$ cat src/rtl/mvm_pkg.sv
// Shared types and width helpers for the streaming matrix-vector multiplier.
// Optional saturation is selected with the MVM_SAT_EN macro.
package mvm_pkg;

  typedef enum logic [2:0] {
    StIdle,
    StLoadA,
    StLoadX,
    StCompute,
    StOutput
  } state_t;

  // Counter width for a range of n entries; never narrower than one bit.
  function automatic int unsigned cnt_w(input int unsigned n);
    return (n > 1) ? $clog2(n) : 1;
  endfunction

  function automatic int unsigned prod_w(input int unsigned iw);
    return 2 * iw;
  endfunction

endpackage

$ cat src/rtl/mvm_mac.sv
// Signed multiply-accumulate slice with accumulator register.
// With MVM_SAT_EN defined the accumulate clamps to the OW signed range and flags it.
module mvm_mac
  import mvm_pkg::*;
#(
  parameter int unsigned IW = 8,
  parameter int unsigned OW = 16
) (
  input  logic                 clk,
  input  logic                 reset,
  input  logic                 en_i,
  input  logic                 clr_i,
  input  logic signed [IW-1:0] a_i,
  input  logic signed [IW-1:0] b_i,
  output logic signed [OW-1:0] sum_o
`ifdef MVM_SAT_EN
  ,
  output logic                 sat_o
`endif
);

  localparam int unsigned PW = prod_w(IW);

  logic signed [PW-1:0] prod;
  logic signed [OW-1:0] prod_ext;
  logic signed [OW-1:0] base;
  logic signed [OW-1:0] acc_q, acc_d;

  assign prod     = a_i * b_i;
  assign prod_ext = OW'(prod);
  // First column of a row starts from zero instead of the previous row's total.
  assign base     = clr_i ? '0 : acc_q;

`ifdef MVM_SAT_EN
  logic signed [OW:0] sum_wide;

  always_comb begin
    sum_wide = (OW + 1)'(base) + (OW + 1)'(prod_ext);
    sat_o    = 1'b0;
    sum_o    = sum_wide[OW-1:0];
    if (sum_wide[OW] != sum_wide[OW-1]) begin
      sat_o = 1'b1;
      sum_o = sum_wide[OW] ? {1'b1, {(OW - 1){1'b0}}} : {1'b0, {(OW - 1){1'b1}}};
    end
  end
`else
  always_comb begin
    sum_o = base + prod_ext;
  end
`endif

  always_comb begin
    acc_d = acc_q;
    if (en_i) begin
      acc_d = sum_o;
    end
  end

  always_ff @(posedge clk) begin
    if (reset) begin
      acc_q <= '0;
    end else begin
      acc_q <= acc_d;
    end
  end

endmodule

$ cat src/rtl/mvm_stream.sv
// Streaming y = A*x engine: loads A (optional, reusable) and x, computes one MAC per cycle,
// then streams y out. Saturating accumulation is enabled by the MVM_SAT_EN macro.
module mvm_stream
  import mvm_pkg::*;
#(
  parameter int unsigned M  = 4,
  parameter int unsigned N  = 4,
  parameter int unsigned IW = 8,
  parameter int unsigned OW = 16
) (
  input  logic                 clk,
  input  logic                 reset,
  input  logic                 s_valid,
  output logic                 s_ready,
  input  logic signed [IW-1:0] s_data,
  input  logic                 load_mat,
  output logic                 m_valid,
  input  logic                 m_ready,
  output logic signed [OW-1:0] m_data,
  output logic                 m_last,
  output logic                 ovf
);

  localparam int unsigned MN = M * N;
  localparam int unsigned AW = cnt_w(MN);
  localparam int unsigned XW = cnt_w(N);
  localparam int unsigned YW = cnt_w(M);

  if (OW < 2 * IW) begin : gen_bad_ow
    $error("mvm_stream: OW must be at least 2*IW");
  end

  state_t state_q, state_d;

  logic [AW-1:0] a_cnt_q, a_cnt_d;
  logic [XW-1:0] x_cnt_q, x_cnt_d;
  logic [YW-1:0] y_idx_q, y_idx_d;
  logic          mat_vld_q, mat_vld_d;

  logic signed [IW-1:0] a_mem [MN];
  logic signed [IW-1:0] x_mem [N];
  logic signed [OW-1:0] y_mem [M];

  logic s_fire, m_fire;
  logic a_end, x_end, y_end;
  logic load_a_sel;
  logic a_we, x_we, y_we, mac_en;
  logic signed [OW-1:0] mac_sum;

  assign s_fire     = s_valid & s_ready;
  assign m_fire     = m_valid & m_ready;
  assign a_end      = (a_cnt_q == AW'(MN - 1));
  assign x_end      = (x_cnt_q == XW'(N - 1));
  assign y_end      = (y_idx_q == YW'(M - 1));
  assign load_a_sel = load_mat | ~mat_vld_q;

  always_ff @(posedge clk) begin
    if (reset) begin
      state_q <= StIdle;
    end else begin
      state_q <= state_d;
    end
  end

  always_comb begin
    state_d = state_q;
    unique case (state_q)
      StIdle: begin
        if (s_fire) begin
          if (load_a_sel) begin
            state_d = a_end ? StLoadX : StLoadA;
          end else begin
            state_d = x_end ? StCompute : StLoadX;
          end
        end
      end
      StLoadA:   if (s_fire && a_end) state_d = StLoadX;
      StLoadX:   if (s_fire && x_end) state_d = StCompute;
      StCompute: if (a_end) state_d = StOutput;
      StOutput:  if (m_fire && y_end) state_d = StIdle;
      default:   state_d = StIdle;
    endcase
  end

  always_comb begin
    s_ready = 1'b0;
    m_valid = 1'b0;
    m_last  = 1'b0;
    a_we    = 1'b0;
    x_we    = 1'b0;
    mac_en  = 1'b0;
    y_we    = 1'b0;
    unique case (state_q)
      StIdle: begin
        s_ready = 1'b1;
        a_we    = s_fire & load_a_sel;
        x_we    = s_fire & ~load_a_sel;
      end
      StLoadA: begin
        s_ready = 1'b1;
        a_we    = s_fire;
      end
      StLoadX: begin
        s_ready = 1'b1;
        x_we    = s_fire;
      end
      StCompute: begin
        mac_en = 1'b1;
        y_we   = x_end;
      end
      StOutput: begin
        m_valid = 1'b1;
        m_last  = y_end;
      end
      default: ;
    endcase
  end

  // a_cnt/x_cnt double as compute read addresses and y_idx as row then output index;
  // each has wrapped back to zero by the time the next phase starts.
  always_comb begin
    a_cnt_d   = a_cnt_q;
    x_cnt_d   = x_cnt_q;
    y_idx_d   = y_idx_q;
    mat_vld_d = mat_vld_q;
    if (a_we || mac_en) begin
      a_cnt_d = a_end ? '0 : a_cnt_q + AW'(1);
    end
    if (x_we || mac_en) begin
      x_cnt_d = x_end ? '0 : x_cnt_q + XW'(1);
    end
    if (y_we || m_fire) begin
      y_idx_d = y_end ? '0 : y_idx_q + YW'(1);
    end
    if (a_we && a_end) begin
      mat_vld_d = 1'b1;
    end
  end

  always_ff @(posedge clk) begin
    if (reset) begin
      a_cnt_q   <= '0;
      x_cnt_q   <= '0;
      y_idx_q   <= '0;
      mat_vld_q <= 1'b0;
    end else begin
      a_cnt_q   <= a_cnt_d;
      x_cnt_q   <= x_cnt_d;
      y_idx_q   <= y_idx_d;
      mat_vld_q <= mat_vld_d;
    end
  end

  // Storage arrays are deliberately left out of reset.
  always_ff @(posedge clk) begin
    if (a_we) a_mem[a_cnt_q] <= s_data;
    if (x_we) x_mem[x_cnt_q] <= s_data;
    if (y_we) y_mem[y_idx_q] <= mac_sum;
  end

  assign m_data = y_mem[y_idx_q];

`ifdef MVM_SAT_EN
  logic mac_sat;
  logic ovf_q, ovf_d;

  mvm_mac #(
    .IW(IW),
    .OW(OW)
  ) u_mac (
    .clk  (clk),
    .reset(reset),
    .en_i (mac_en),
    .clr_i(x_cnt_q == '0),
    .a_i  (a_mem[a_cnt_q]),
    .b_i  (x_mem[x_cnt_q]),
    .sum_o(mac_sum),
    .sat_o(mac_sat)
  );

  always_comb begin
    ovf_d = ovf_q;
    if (state_q == StIdle && s_fire) begin
      ovf_d = 1'b0;
    end
    if (mac_en && mac_sat) begin
      ovf_d = 1'b1;
    end
  end

  always_ff @(posedge clk) begin
    if (reset) begin
      ovf_q <= 1'b0;
    end else begin
      ovf_q <= ovf_d;
    end
  end

  assign ovf = ovf_q;
`else
  mvm_mac #(
    .IW(IW),
    .OW(OW)
  ) u_mac (
    .clk  (clk),
    .reset(reset),
    .en_i (mac_en),
    .clr_i(x_cnt_q == '0),
    .a_i  (a_mem[a_cnt_q]),
    .b_i  (x_mem[x_cnt_q]),
    .sum_o(mac_sum)
  );

  assign ovf = 1'b0;
`endif

endmodule

$ cat config.mk
export PLATFORM = sky130hd
export DESIGN_NAME = mvm_stream
export DESIGN_NICKNAME = d
export VERILOG_FILES = /design/src/rtl/mvm_pkg.sv /design/src/rtl/mvm_mac.sv /design/src/rtl/mvm_stream.sv
export SDC_FILE = /design/constraint.sdc
export NUM_CORES = 1
export LEC_CHECK = 0
export BUFFER_PORTS_ARGS = -buffer_cell sky130_fd_sc_hd__clkbuf_2
export CAP_MARGIN = 20
export CORE_MARGIN = 3
export CORE_UTILIZATION = 60
export DETAILED_ROUTE_END_ITERATION = 12
export PLACE_DENSITY = 0.83
export SYNTH_ARGS = -nofsm -noshare
export SYNTH_HDL_FRONTEND = slang
export SYNTH_HIERARCHICAL = 1
export SYNTH_SLANG_ARGS = --single-unit
$ cat constraint.sdc
create_clock -name clk -period 7.3 [get_ports clk]
set_input_delay 1.825 -clock clk [delete_from_list [all_inputs] [get_ports clk]]
set_output_delay 1.825 -clock clk [all_outputs]
set_load 0.02 [all_outputs]
[After elaboration in Yosys (flattened, before gate mapping)]
Memories as Yosys holds them, arrays and structs flattened. A register that Yosys moved wholly into a read port is not among the register bits.
Index checks and enable logic that the tools add are counted.
Cells by class
  $add $sub $neg: 4
  multipliers: 1
  eq/ne operators: 12
  multiplexer cells: 32
  bitwise logic cells: 7
  reductions and logical operators: 11
Operators with widths (number)
  16-bit adder: 1
  8-bit by 8-bit multiplier with 16-bit output: 1
  16-bit two-way mux: 1
  2-bit two-way mux: 8
  3-bit two-way mux: 5
  3-bit case mux with 5 select lines: 1
  1-bit two-way mux: 12
  4-bit two-way mux: 3
  2-bit inequality test (second input constant): 5
  3-bit by 2-bit equality test with 1-bit output (second input constant): 2
  5-bit AND reduction: 1
  2-bit by 1-bit adder with 2-bit output (second input constant): 2
  4-bit by 1-bit adder with 4-bit output (second input constant): 1
  1-bit AND: 4
  2-bit equality test (second input constant): 2
  4-bit equality test (second input constant): 1
  1-bit logical AND: 4
  1-bit case mux with 2 select lines: 2
  3-bit by 1-bit equality test with 1-bit output (second input constant): 1
  3-bit equality test (second input constant): 1
  3-bit zero test: 1
  1-bit logical OR: 3
  3-bit OR reduction: 1
  2-bit zero test: 1
  2 further kinds: 3
Storage, ports and cells
  bits in registers: 28
  bits in writable memories: 224
  input port bits: 13
  output and inout port bits: 20
  logic and storage cells: 76
  memories: 3
Memories
  a_mem: depth 16, width 8, read ports 1, clocked after Yosys merged registers in 1, wr ports 1, line mvm_stream.sv:40  | logic signed [IW-1:0] a_mem [MN];
  y_mem: depth 4, width 16, read ports 1, clocked after Yosys merged registers in 1, wr ports 1, line mvm_stream.sv:42  | logic signed [OW-1:0] y_mem [M];
  x_mem: depth 4, width 8, read ports 1, clocked after Yosys merged registers in 1, wr ports 1, line mvm_stream.sv:41  | logic signed [IW-1:0] x_mem [N];

[Longest topological paths before layout]
Gate-level depths: netlist (run 1).
  depth after elaboration: 9
  mapped depth: 23
  depth with buffers taken out: 21

[Hierarchy]
The synthesis (run 1) kept the hierarchy.
Modules (own cells, without submodules)
  mvm_stream: times used 1, cells an instance 466, area an instance 9410.3 µm², seq. area each 7126.8 µm²
  mvm_mac: times used 1, cells an instance 372, area an instance 3618.5 µm², seq. area each 320.3 µm²

[Least setup slack after synthesis (run 1)]
OpenSTA, ideal clock, no wires.
  kind: reg-to-reg
  start: reg with a tool-made name
  end: mem y_mem[0][15] (data pin)
  setup time: 278 ps
  data arrival time: 5894 ps
  required time: 7022 ps
  setup slack: 1127 ps
  stages on the path, launching flop included: 22
  path buffers: 2
  period minus slack after synthesis: 6173 ps
  cells stage by stage: dfxtp_1 buf_2 buf_2 mux4_2 a22oi_1 nand2_1 and2_1 fa_1 inv_1 fa_1 inv_1 fa_1 inv_1 fa_1 inv_1 ha_1 ha_1 a21o_1 or3_4 nor4_4 nor3_1 xnor2_1
RTL lines (line)
  end, declared: mvm_stream.sv:42

==> results of run 1 <==
[cells in the mapped netlist, types with 9 or more instances]
cell type and number:
inv_1 76, fa_1 71, xnor2_1 17, and2_1 36, edfxtp_1 224, nor2_1 47
nand2b_1 16, a21oi_1 16, dfxtp_1 36, clkbuf_1 12, ha_1 49, mux4_2 56
nand2_1 47, a22oi_1 16, mux2i_1 17, nor2b_1 13, buf_2 9
[area by class of cell]
cell class	count	area, sq um	area share
tap	275	344	0.0239
clock buffer	32	693	0.0481
sequential	260	7450	0.517
timing repair buffer	43	265	0.0184
clock inverter	16	199	0.0138
inverter	77	289	0.0201
multi-input combinational	473	5170	0.359
[cell families after synthesis]
kind of cell / synth area share
DFF: 0.572
and+or+nand+nor: 0.0762
adders and majority gates: 0.156
buffers and inverters: 0.0321
muxes: 0.111
AOI/OAI and AO/OA: 0.0396
xor gates and xnor gates: 0.0134
other: 0.000288
[worst max-delay path: stages (launching register included)]
cell	delay, ps
dfxtp_2	570
buf_4	360
mux4_2	540
a22oi_1	200
nand2_1	240
and2_1	250
fa_1	480
inv_1	50
fa_1	490
inv_1	50
fa_1	530
inv_1	60
fa_1	520
inv_1	40
ha_1	290
ha_1	360
a21o_1	220
or3_4	350
nor4_4	330
nor3_1	110
xnor2_1	300
[flip-flops by register name (all words and copies together), names as in the netlist, named ones only]
| register | count |
|---|---|
| mat_vld_q | 1 |
| u_mac/acc_q | 16 |
| y_mem | 64 |
| a_cnt_q | 4 |
| x_cnt_q | 2 |
| x_mem | 32 |
| y_idx_q | 2 |
| state_q | 3 |
| a_mem | 128 |
[power by group through the flow]
stage / combinational (W) / clock (W) / sequential [W]
2_1_floorplan: 0.00133 / 0 / 0.00194
3_3_place_gp: 0.00166 / 0 / 0.00194
3_5_place_dp: 0.00171 / 0 / 0.00194
4_1_cts: 0.00174 / 0.00138 / 0.00191
5_1_grt: 0.00195 / 0.00144 / 0.00191
6_report: 0.00172 / 0.00137 / 0.00191
[stage by stage]
stage	setup WS (ps)	power (W)	instance area (sq um)	utilization	cells
after CTS	751	0.00503	14400	0.680	1175
after global routing	355	0.00530	14400	0.681	1176
after global placement	898	0.00360	13500	0.638	1127
final	727	0.00500	14400	0.681	1176
after floorplan	1130	0.00327	13000	-	838
after detailed placement	788	0.00365	13500	0.638	1127
[worst paths after layout]
kind / slack (ps) / start / cells after the start / to
worst min register to register: 480 / u_mac/acc_q[11]$_SDFFE_PP0P_ / 2 / u_mac/acc_q[11]$_SDFFE_PP0P_
worst min-delay path: 480 / u_mac/acc_q[11]$_SDFFE_PP0P_ / 2 / u_mac/acc_q[11]$_SDFFE_PP0P_
worst max register to register: 730 / flip-flop / 20 / y_mem[1][15]$_DFFE_PP_
worst max-delay path: 730 / flip-flop / 20 / y_mem[1][15]$_DFFE_PP_
[layout by cell type (no fill, tap or decap), types with 5 or more instances in the layout]
cell       synthesis  final
fa_1              71     71
mux4_2            56     56
nand2_1           47     47
edfxtp_1         224    224
and3_1             5      5
a21oi_1           16     16
and2_1            36     36
clkbuf_16          0     26
nand3_1            5      5
nor3_1             6      6
o21ai_0            6      6
nor2b_1           13     13
dfxtp_1           36     35
mux2i_1           17     17
buf_4              2     11
xnor2_1           17     17
inv_1             76     76
a21o_1             6      6
nor2_1            47     47
a22oi_1           16     16
nand2b_1          16     16
ha_1              49     49
clkbuf_2           0     31
[metal layers]
metal	routed length (um)	vias up	global-route usage
met1	10100	3580	0.309
li1	-	3124	-
met4	403	0	0.0475
met5	0	-	0
met2	12500	275	0.354
met3	1800	35	0.0320
==> impl_metrics.env, run 1 <==
export IMPL_status="complete, no violations"
export IMPL_power_frac_clock=0.273
export IMPL_row_count=53
export IMPL_cts_sinks=260
export IMPL_drcViolationCount=0
export IMPL_antenna_found_initial=0
export IMPL_crit_path_max_fanout=13
export IMPL_maxSlewViolCount=0
export IMPL_holdWs_ps=479
export IMPL_synth_top_area_cell="edfxtp_1"
export IMPL_cp_required_ps=7610
export IMPL_fp_dieW_um=153
export IMPL_fp_dieH_um=153
export IMPL_peakVddDrop_uv=326
export IMPL_fin_crit_sh=0.900
export IMPL_seqPwrFrac=0.382
export IMPL_cts_buffer_depth=3
export IMPL_syn_mean_instance_area_sq_um=15.5
export IMPL_ctsHoldBuffers=0
export IMPL_post_cts_setup_buffer_count=0
export IMPL_min_period_ps=6570
export IMPL_synthCells=838
export IMPL_routed_wl_um=24800
export IMPL_clkTransAtPathRegs_ps=60
export IMPL_end_kind="flip-flop"
export IMPL_nFillCells=1317
export IMPL_first_iter_violations=538
export IMPL_firstDrtPassIters=5
export IMPL_critPathLaunchType="flip-flop"
export IMPL_via_per_inst=5.96
export IMPL_synth_edf_count=224
export IMPL_cts_htree_levels=1
export IMPL_boundaryPins=33
export IMPL_grt_pass1_vias=7151
export IMPL_ys_warn_count=6
export IMPL_internal_power_w=0.00340
export IMPL_netSwitchingFraction=0.320
export IMPL_syn_nets=971
export IMPL_track_usage=0.214
export IMPL_fin_worst_skew_ps=11.6
export IMPL_drive_above_1_share=0.179
export IMPL_synth_cell_type_count=62
export IMPL_diodes=0
export IMPL_ys_seq_elements=260
export IMPL_synth_main_ff_cell="edfxtp_1"
export IMPL_cts_root_buf="clkbuf_16"
export IMPL_cts_buffers=26
export IMPL_netSwitchingPower_w=0.00160
export IMPL_hold_violations=0
export IMPL_overflow=0
export IMPL_hpwl_um=16800
export IMPL_insertion_delay_ps=530
export IMPL_syn_area_sq_um=13000
export IMPL_leakage_nw=5.31
export IMPL_nets=1014
export IMPL_fin_setup_tns_ps=0
export IMPL_area_growth_pct=10.6
export IMPL_min_path_type="reg -> reg"
export IMPL_fmax_ghz=0.152
export IMPL_worst_ep_arrival_time_ps=6880
export IMPL_cts_resized=0
export IMPL_criticalPathCategory="reg -> reg"
export IMPL_pwr_density_cell_nw_per_um2=347
export IMPL_synth_area_leaders="edfxtp_1 (52%), fa_1 (11%), mux4_2 (9.7%), dfxtp_1 (5.5%), ha_1 (4.7%)"
export IMPL_relSlewSlack=0.213
export IMPL_grt_pass1_wl_um=39700
export IMPL_wire_per_inst_um=21.1
export IMPL_synth_top_cell_area_share=0.516
export IMPL_comb_power_share=0.344
export IMPL_fp_dieArea_sq_um=23500
export IMPL_io_buffers=31
export IMPL_gp_congestion=0.855
export IMPL_fp_coreArea_sq_um=21200
export IMPL_tritoncts="built"
export IMPL_initial_utilization=0.616
export IMPL_maxCapViolations=0
export IMPL_setup_viol=0
export IMPL_rsz0062_at_grt="no"
export IMPL_worst_pin_slew_ps=1180
export IMPL_synth_async_sr_flop_share=0
export IMPL_grt_max_degree=37
export IMPL_seq_area_frac_synth=0.572
export IMPL_vias=7014
export IMPL_drt_antenna_violating_nets=0
No activity file was read; power rests on OpenSTA's default activity.
==> run 2, diff against run 1 <==
--- a/config.mk
+++ b/config.mk
@@ -8,9 +8,10 @@
 export BUFFER_PORTS_ARGS = -buffer_cell sky130_fd_sc_hd__clkbuf_2
 export CAP_MARGIN = 20
 export CORE_MARGIN = 3
-export CORE_UTILIZATION = 60
+export CORE_UTILIZATION = 50
 export DETAILED_ROUTE_END_ITERATION = 12
-export PLACE_DENSITY = 0.83
+export HOLD_SLACK_MARGIN = 0.05
+export PLACE_DENSITY = 0.72
 export SYNTH_ARGS = -nofsm -noshare
 export SYNTH_HDL_FRONTEND = slang
 export SYNTH_HIERARCHICAL = 1
==> run 2 against run 1 <==
Against the previous run:
- sequential cell count unchanged
- routed wire length decreased by 0.62%
- largest cell class unchanged
- critical endpoint unchanged
- worst setup slack got worse by 20 ps
- largest power group unchanged
==> impl_metrics.env, run 2 (synthesized netlist as in run 1, its figures left out) <==
export IMPL_status="complete, no violations"
export IMPL_clkTransAtPathRegs_ps=60
export IMPL_hpwl_um=17200
export IMPL_dp_cells=1183
export IMPL_hold_violations=0
export IMPL_reg_top3="a_mem: 128 flops, y_mem: 64 flops, x_mem: 32 flops"
export IMPL_drcViolationCount=0
export IMPL_ctsHoldBuffers=0
export IMPL_cp_slowest_cell="fa_1"
export IMPL_insertion_delay_ps=540
export IMPL_overflow=0
export IMPL_cpPeakStageDelay_ps=590
export IMPL_cts_sinks=260
export IMPL_largest_reg_flops=128
export IMPL_wire_per_inst_um=20.0
export IMPL_min_from="u_mac/acc_q[11]$_SDFFE_PP0P_"
export IMPL_antenna_found_initial=0
export IMPL_detailedPlace_worstSlack_ps=650
export IMPL_via_per_inst=5.60
export IMPL_cts_htree_levels=1
export IMPL_final_cell_mix="edfxtp_1 (224), inv_1 (76), fa_1 (71)"
export IMPL_path_cells="buf_12, mux4_2, a22oi_1, nand2_1, and2_1, fa_1, inv_1, fa_1, inv_1, fa_1, inv_1, fa_1, inv_1, ha_1, ha_1, a21o_1, or3_4, nor4_4, nor3_1, xnor2_1"
export IMPL_fp_coreArea_sq_um=25400
export IMPL_post_cts_setup_buffer_count=0
export IMPL_stdcell_count=1234
export IMPL_tritoncts="built"
export IMPL_cts_buffer_depth=3
export IMPL_whs_endpoint="u_mac/acc_q[11]$_SDFFE_PP0P_"
export IMPL_vias=6913
export IMPL_setup_viol=0
export IMPL_nFillCells=1983
export IMPL_cp_required_ps=7620
export IMPL_fin_crit_sh=0.903
export IMPL_pwr_density_cell_nw_per_um2=347
export IMPL_maxSlewViolCount=0
export IMPL_gp_congestion=0.819
export IMPL_drive_above_1_share=0.180
export IMPL_grt_pass1_vias=7294
export IMPL_boundaryPins=33
export IMPL_fp_dieArea_sq_um=28000
export IMPL_r2r_slack_ps=710
export IMPL_rsz0062_at_grt="no"
export IMPL_grt_pass1_wl_um=40100
export IMPL_initial_utilization=0.513
export IMPL_fin_setup_tns_ps=0
export IMPL_final_common_cell="edfxtp_1"
export IMPL_crit_path_max_fanout=22
export IMPL_first_iter_violations=425
export IMPL_min_period_ps=6590
export IMPL_largest_register="a_mem"
export IMPL_maxCapViolations=0
export IMPL_routed_wl_um=24700
export IMPL_grt_max_degree=37
export IMPL_cts_root_buf="clkbuf_16"
export IMPL_fin_ws_ps=708
export IMPL_fmax_ghz=0.152
export IMPL_peakVddDrop_uv=265
export IMPL_leakage_nw=5.34
export IMPL_io_buffers=31
export IMPL_reg2reg_depth=20
export IMPL_seqCellArea_sq_um=7450
export IMPL_diodes=0
export IMPL_multi_input_area_sq_um=5170
export IMPL_hold_depth=2
export IMPL_firstDrtPassIters=5
export IMPL_fin_worst_skew_ps=15.8
export IMPL_fp_dieH_um=167
export IMPL_end_kind="flip-flop"
export IMPL_track_usage=0.181
export IMPL_cts_buffers=28
export IMPL_row_count=58
export IMPL_critPathLaunchType="flip-flop"
export IMPL_nets=1016
export IMPL_worst_ep_arrival_time_ps=6910
export IMPL_fp_dieW_um=167
export IMPL_min_path_type="reg -> reg"
export IMPL_worst_pin_slew_ps=986
export IMPL_drt_antenna_violating_nets=0
export IMPL_area_growth_pct=11.3
export IMPL_r2r_end="y_mem[1][15]$_DFFE_PP_"
export IMPL_relSlewSlack=0.340
export IMPL_cts_resized=0
export IMPL_criticalPathCategory="reg -> reg"
## run 2: cell count changes in the layout (fill, tap and decap cells not counted), moves of 2 or more
cell	previous run	this run
clkinvlp_4	2	0
clkbuf_16	26	29
clkbuf_1	4	6
clkbuf_8	2	5
bufinv_16	4	2
## run 2: worst max path at each step
stage	startpoint	end	slack [ps]
final	flip-flop	y_mem[1][15]$_DFFE_PP_	710
after global routing	flip-flop	y_mem[1][15]$_DFFE_PP_	190
after CTS	flip-flop	y_mem[1][15]$_DFFE_PP_	610
after detailed placement	flip-flop	y_mem[2][15]$_DFFE_PP_	650
after global placement	flip-flop	y_mem[2][15]$_DFFE_PP_	780
after floorplan	flip-flop	y_mem[0][15]$_DFFE_PP_	1130
## run 2: layout make-up
type                    instances  area share
clock buffers                  40      0.0563
clock inverters                11     0.00751
inverters                      77      0.0199
multi-input cells             473       0.356
flip-flops and latches        260       0.514
well taps                     330      0.0285
repair buffers                 43      0.0178
## run 2: stage by stage
step | utilization | cell area (sq um) | hold WS, ps | total power [W]
3_3_place_gp | 0.535 | 13600 | 455 | 0.00363
2_1_floorplan | - | 13000 | 445 | 0.00327
3_5_place_dp | 0.535 | 13600 | 468 | 0.00368
4_1_cts | 0.571 | 14500 | 485 | 0.00508
6_report | 0.571 | 14500 | 488 | 0.00503
5_1_grt | 0.571 | 14500 | 492 | 0.00536
## run 2: worst max-delay path: cells and delay by family, from the launching register on
family | cells | cell delay, ps
adders and majority gates | 6 | 2860
buffers and inverters | 5 | 550
xor gates and xnor gates | 1 | 280
and+or+nand+nor | 5 | 1170
DFF | 1 | 580
muxes | 1 | 520
AOI/OAI and AO/OA | 2 | 420
## run 2: layer usage
layer / vias to the layer above / share of wire / GRT usage
met2: 174 / 0.50 / 0.301
met4: 0 / 0.014 / 0.0381
li1: 3136 / - / -
met3: 29 / 0.054 / 0.0312
met1: 3574 / 0.43 / 0.255
met5: - / 0 / 0
## run 2: power by group
part	internal (W)	switching [W]	leakage (nW)
clock	0.000845	0.000549	0.458
combinational	0.000685	0.00104	2.57
sequential	0.00190	0.0000106	2.31
total	0.00343	0.00160	5.34
==> run 3, diff against run 2 <==
--- a/config.mk
+++ b/config.mk
@@ -5,7 +5,7 @@
 export SDC_FILE = /design/constraint.sdc
 export NUM_CORES = 1
 export LEC_CHECK = 0
-export BUFFER_PORTS_ARGS = -buffer_cell sky130_fd_sc_hd__clkbuf_2
+export BUFFER_PORTS_ARGS = -buffer_cell sky130_fd_sc_hd__buf_2
 export CAP_MARGIN = 20
 export CORE_MARGIN = 3
 export CORE_UTILIZATION = 50
==> run 3 against run 2 <==
Against the previous run:
- core utilization decreased by 0.17 points
- cell count barely moved
- critical path depth down 2
- die area did not move
- global-route usage about the same
- non-clock buffer count unchanged
- highest routed layer unchanged
==> impl_metrics.env, run 3 (synthesized netlist as in run 1, its figures left out) <==
export IMPL_seqCellArea_sq_um=7450
export IMPL_min_period_ps=6540
export IMPL_row_count=58
export IMPL_tritoncts="built"
export IMPL_io_buffers=31
export IMPL_maxCapViolations=0
export IMPL_fp_dieArea_sq_um=28000
export IMPL_antenna_found_initial=0
export IMPL_fin_setup_tns_ps=0
export IMPL_cp_buffers_inverters=2
export IMPL_routed_wl_um=24800
export IMPL_area_growth_pct=11.0
export IMPL_min_path_type="reg -> reg"
export IMPL_worst_pin_slew_ps=939
export IMPL_initial_utilization=0.513
export IMPL_netSwitchingPower_w=0.00160
export IMPL_crit_path_max_fanout=16
export IMPL_detailedPlace_worstSlack_ps=698
export IMPL_hold_violations=0
export IMPL_power_frac_clock=0.271
export IMPL_nets=1015
export IMPL_cts_htree_levels=1
export IMPL_cts_buffer_depth=3
export IMPL_largest_register="a_mem"
export IMPL_dr_wl_met2_um=12400
export IMPL_dp_cells=1183
export IMPL_drt_antenna_violating_nets=0
export IMPL_overflow=0
export IMPL_worst_ep_arrival_time_ps=7020
export IMPL_fp_dieW_um=167
export IMPL_criticalPathCategory="reg -> reg"
export IMPL_path_cells="buf_4, mux4_2, a22oi_1, nand2_1, nand2b_1, fa_1, fa_1, inv_1, fa_1, fa_1, fa_1, ha_1, and3_2, a221oi_2, o221ai_1, xor2_1, mux2i_1, nor2_1"
export IMPL_final_cell_mix="edfxtp_1 (224), inv_1 (76), fa_1 (71)"
export IMPL_seqPwrFrac=0.384
export IMPL_highest_layer="met4"
export IMPL_multi_input_area_sq_um=5170
export IMPL_rsz0062_at_grt="no"
export IMPL_path_common_cell="fa_1"
export IMPL_pwr_density_cell_nw_per_um2=344
export IMPL_via_per_inst=5.57
export IMPL_drive_above_1_share=0.178
export IMPL_fp_dieH_um=167
export IMPL_drt_met1_wl_um=10600
export IMPL_clkTransAtPathRegs_ps=60
export IMPL_peakVddDrop_uv=291
export IMPL_cts_resized=0
export IMPL_end_kind="flip-flop"
export IMPL_leakage_nw=5.31
export IMPL_cp_top_family="adder cells"
export IMPL_cts_buffers=27
export IMPL_cts_root_buf="clkbuf_16"
export IMPL_reg_top3="a_mem: 128 flops, y_mem: 64 flops, x_mem: 32 flops"
export IMPL_fin_worst_skew_ps=11.9
export IMPL_fp_coreArea_sq_um=25400
export IMPL_internal_power_w=0.00337
export IMPL_boundaryPins=33
export IMPL_hpwl_um=17300
export IMPL_fin_ws_ps=757
export IMPL_drcViolationCount=0
export IMPL_grt_pass1_vias=7215
export IMPL_grt_pass1_wl_um=40200
export IMPL_ctsHoldBuffers=0
export IMPL_fin_crit_sh=0.896
export IMPL_insertion_delay_ps=550
export IMPL_cp_required_ps=7780
export IMPL_firstDrtPassIters=5
export IMPL_stdcell_count=1233
export IMPL_critPathLaunchType="flip-flop"
export IMPL_first_iter_violations=443
export IMPL_nFillCells=1977
export IMPL_netSwitchingFraction=0.322
export IMPL_status="complete, no violations"
export IMPL_gp_congestion=0.796
export IMPL_wire_per_inst_um=20.1
export IMPL_track_usage=0.181
export IMPL_final_common_cell="edfxtp_1"
export IMPL_grt_max_degree=37
export IMPL_comb_power_share=0.345
export IMPL_diodes=0
export IMPL_cp_slowest_cell="dfxtp_1"
export IMPL_cts_sinks=260
export IMPL_setup_viol=0
export IMPL_largest_reg_flops=128
export IMPL_cpPeakStageDelay_ps=790
export IMPL_vias=6873
export IMPL_relSlewSlack=0.371
export IMPL_wl_met3_um=1230
export IMPL_post_cts_setup_buffer_count=0
export IMPL_maxSlewViolCount=0
export IMPL_fmax_ghz=0.153
run 3: through the flow:
stage / util / hold slack (ps) / cell area, sq um / power, W
detailed placement: 0.535 / 469 / 13600 / 0.00367
floorplan: - / 445 / 13000 / 0.00327
global route: 0.569 / 511 / 14500 / 0.00529
global placement: 0.535 / 459 / 13600 / 0.00362
CTS: 0.569 / 486 / 14500 / 0.00502
finish: 0.569 / 483 / 14500 / 0.00498
run 3: area by class of cell:
class	count	area share
clock inverters	13	0.00934
repair buffers	43	0.0178
multi-input cells	473	0.358
flip-flops and latches	260	0.515
inverters	77	0.0200
well taps	330	0.0286
clock buffers	37	0.0514
run 3: per-layer routing:
metal,track usage,vias up
met4,0.0480,0
met5,0,-
met2,0.302,153
met1,0.248,3543
met3,0.0326,42
li1,-,3135
run 3: worst paths after layout:
check,startpoint,to,slack [ps],cells after the start
worst max-delay path,flip-flop,u_mac/acc_q[14]$_SDFFE_PP0P_,760,18
worst min-delay path,mat_vld_q$_SDFFE_PP0P_,mat_vld_q$_SDFFE_PP0P_,480,2
worst max register to register,flip-flop,u_mac/acc_q[14]$_SDFFE_PP0P_,760,18
worst min register to register,mat_vld_q$_SDFFE_PP0P_,mat_vld_q$_SDFFE_PP0P_,480,2
run 3: power by group through the flow:
stage	sequential, W	clock [W]	combinational [W]
after floorplan	0.00194	0	0.00133
after global placement	0.00194	0	0.00168
after detailed placement	0.00194	0	0.00172
after CTS	0.00191	0.00137	0.00174
after global routing	0.00191	0.00143	0.00195
final	0.00191	0.00135	0.00172
run 3: worst register-to-register path: cells and delay by family, from the launching register on:
kind	cells	cell delay [ps]
simple gates	4	750
mux	2	470
flops	1	790
fa+ha+maj	6	2960
compound gates	3	750
buf+inv	2	420
xor+xnor	1	320
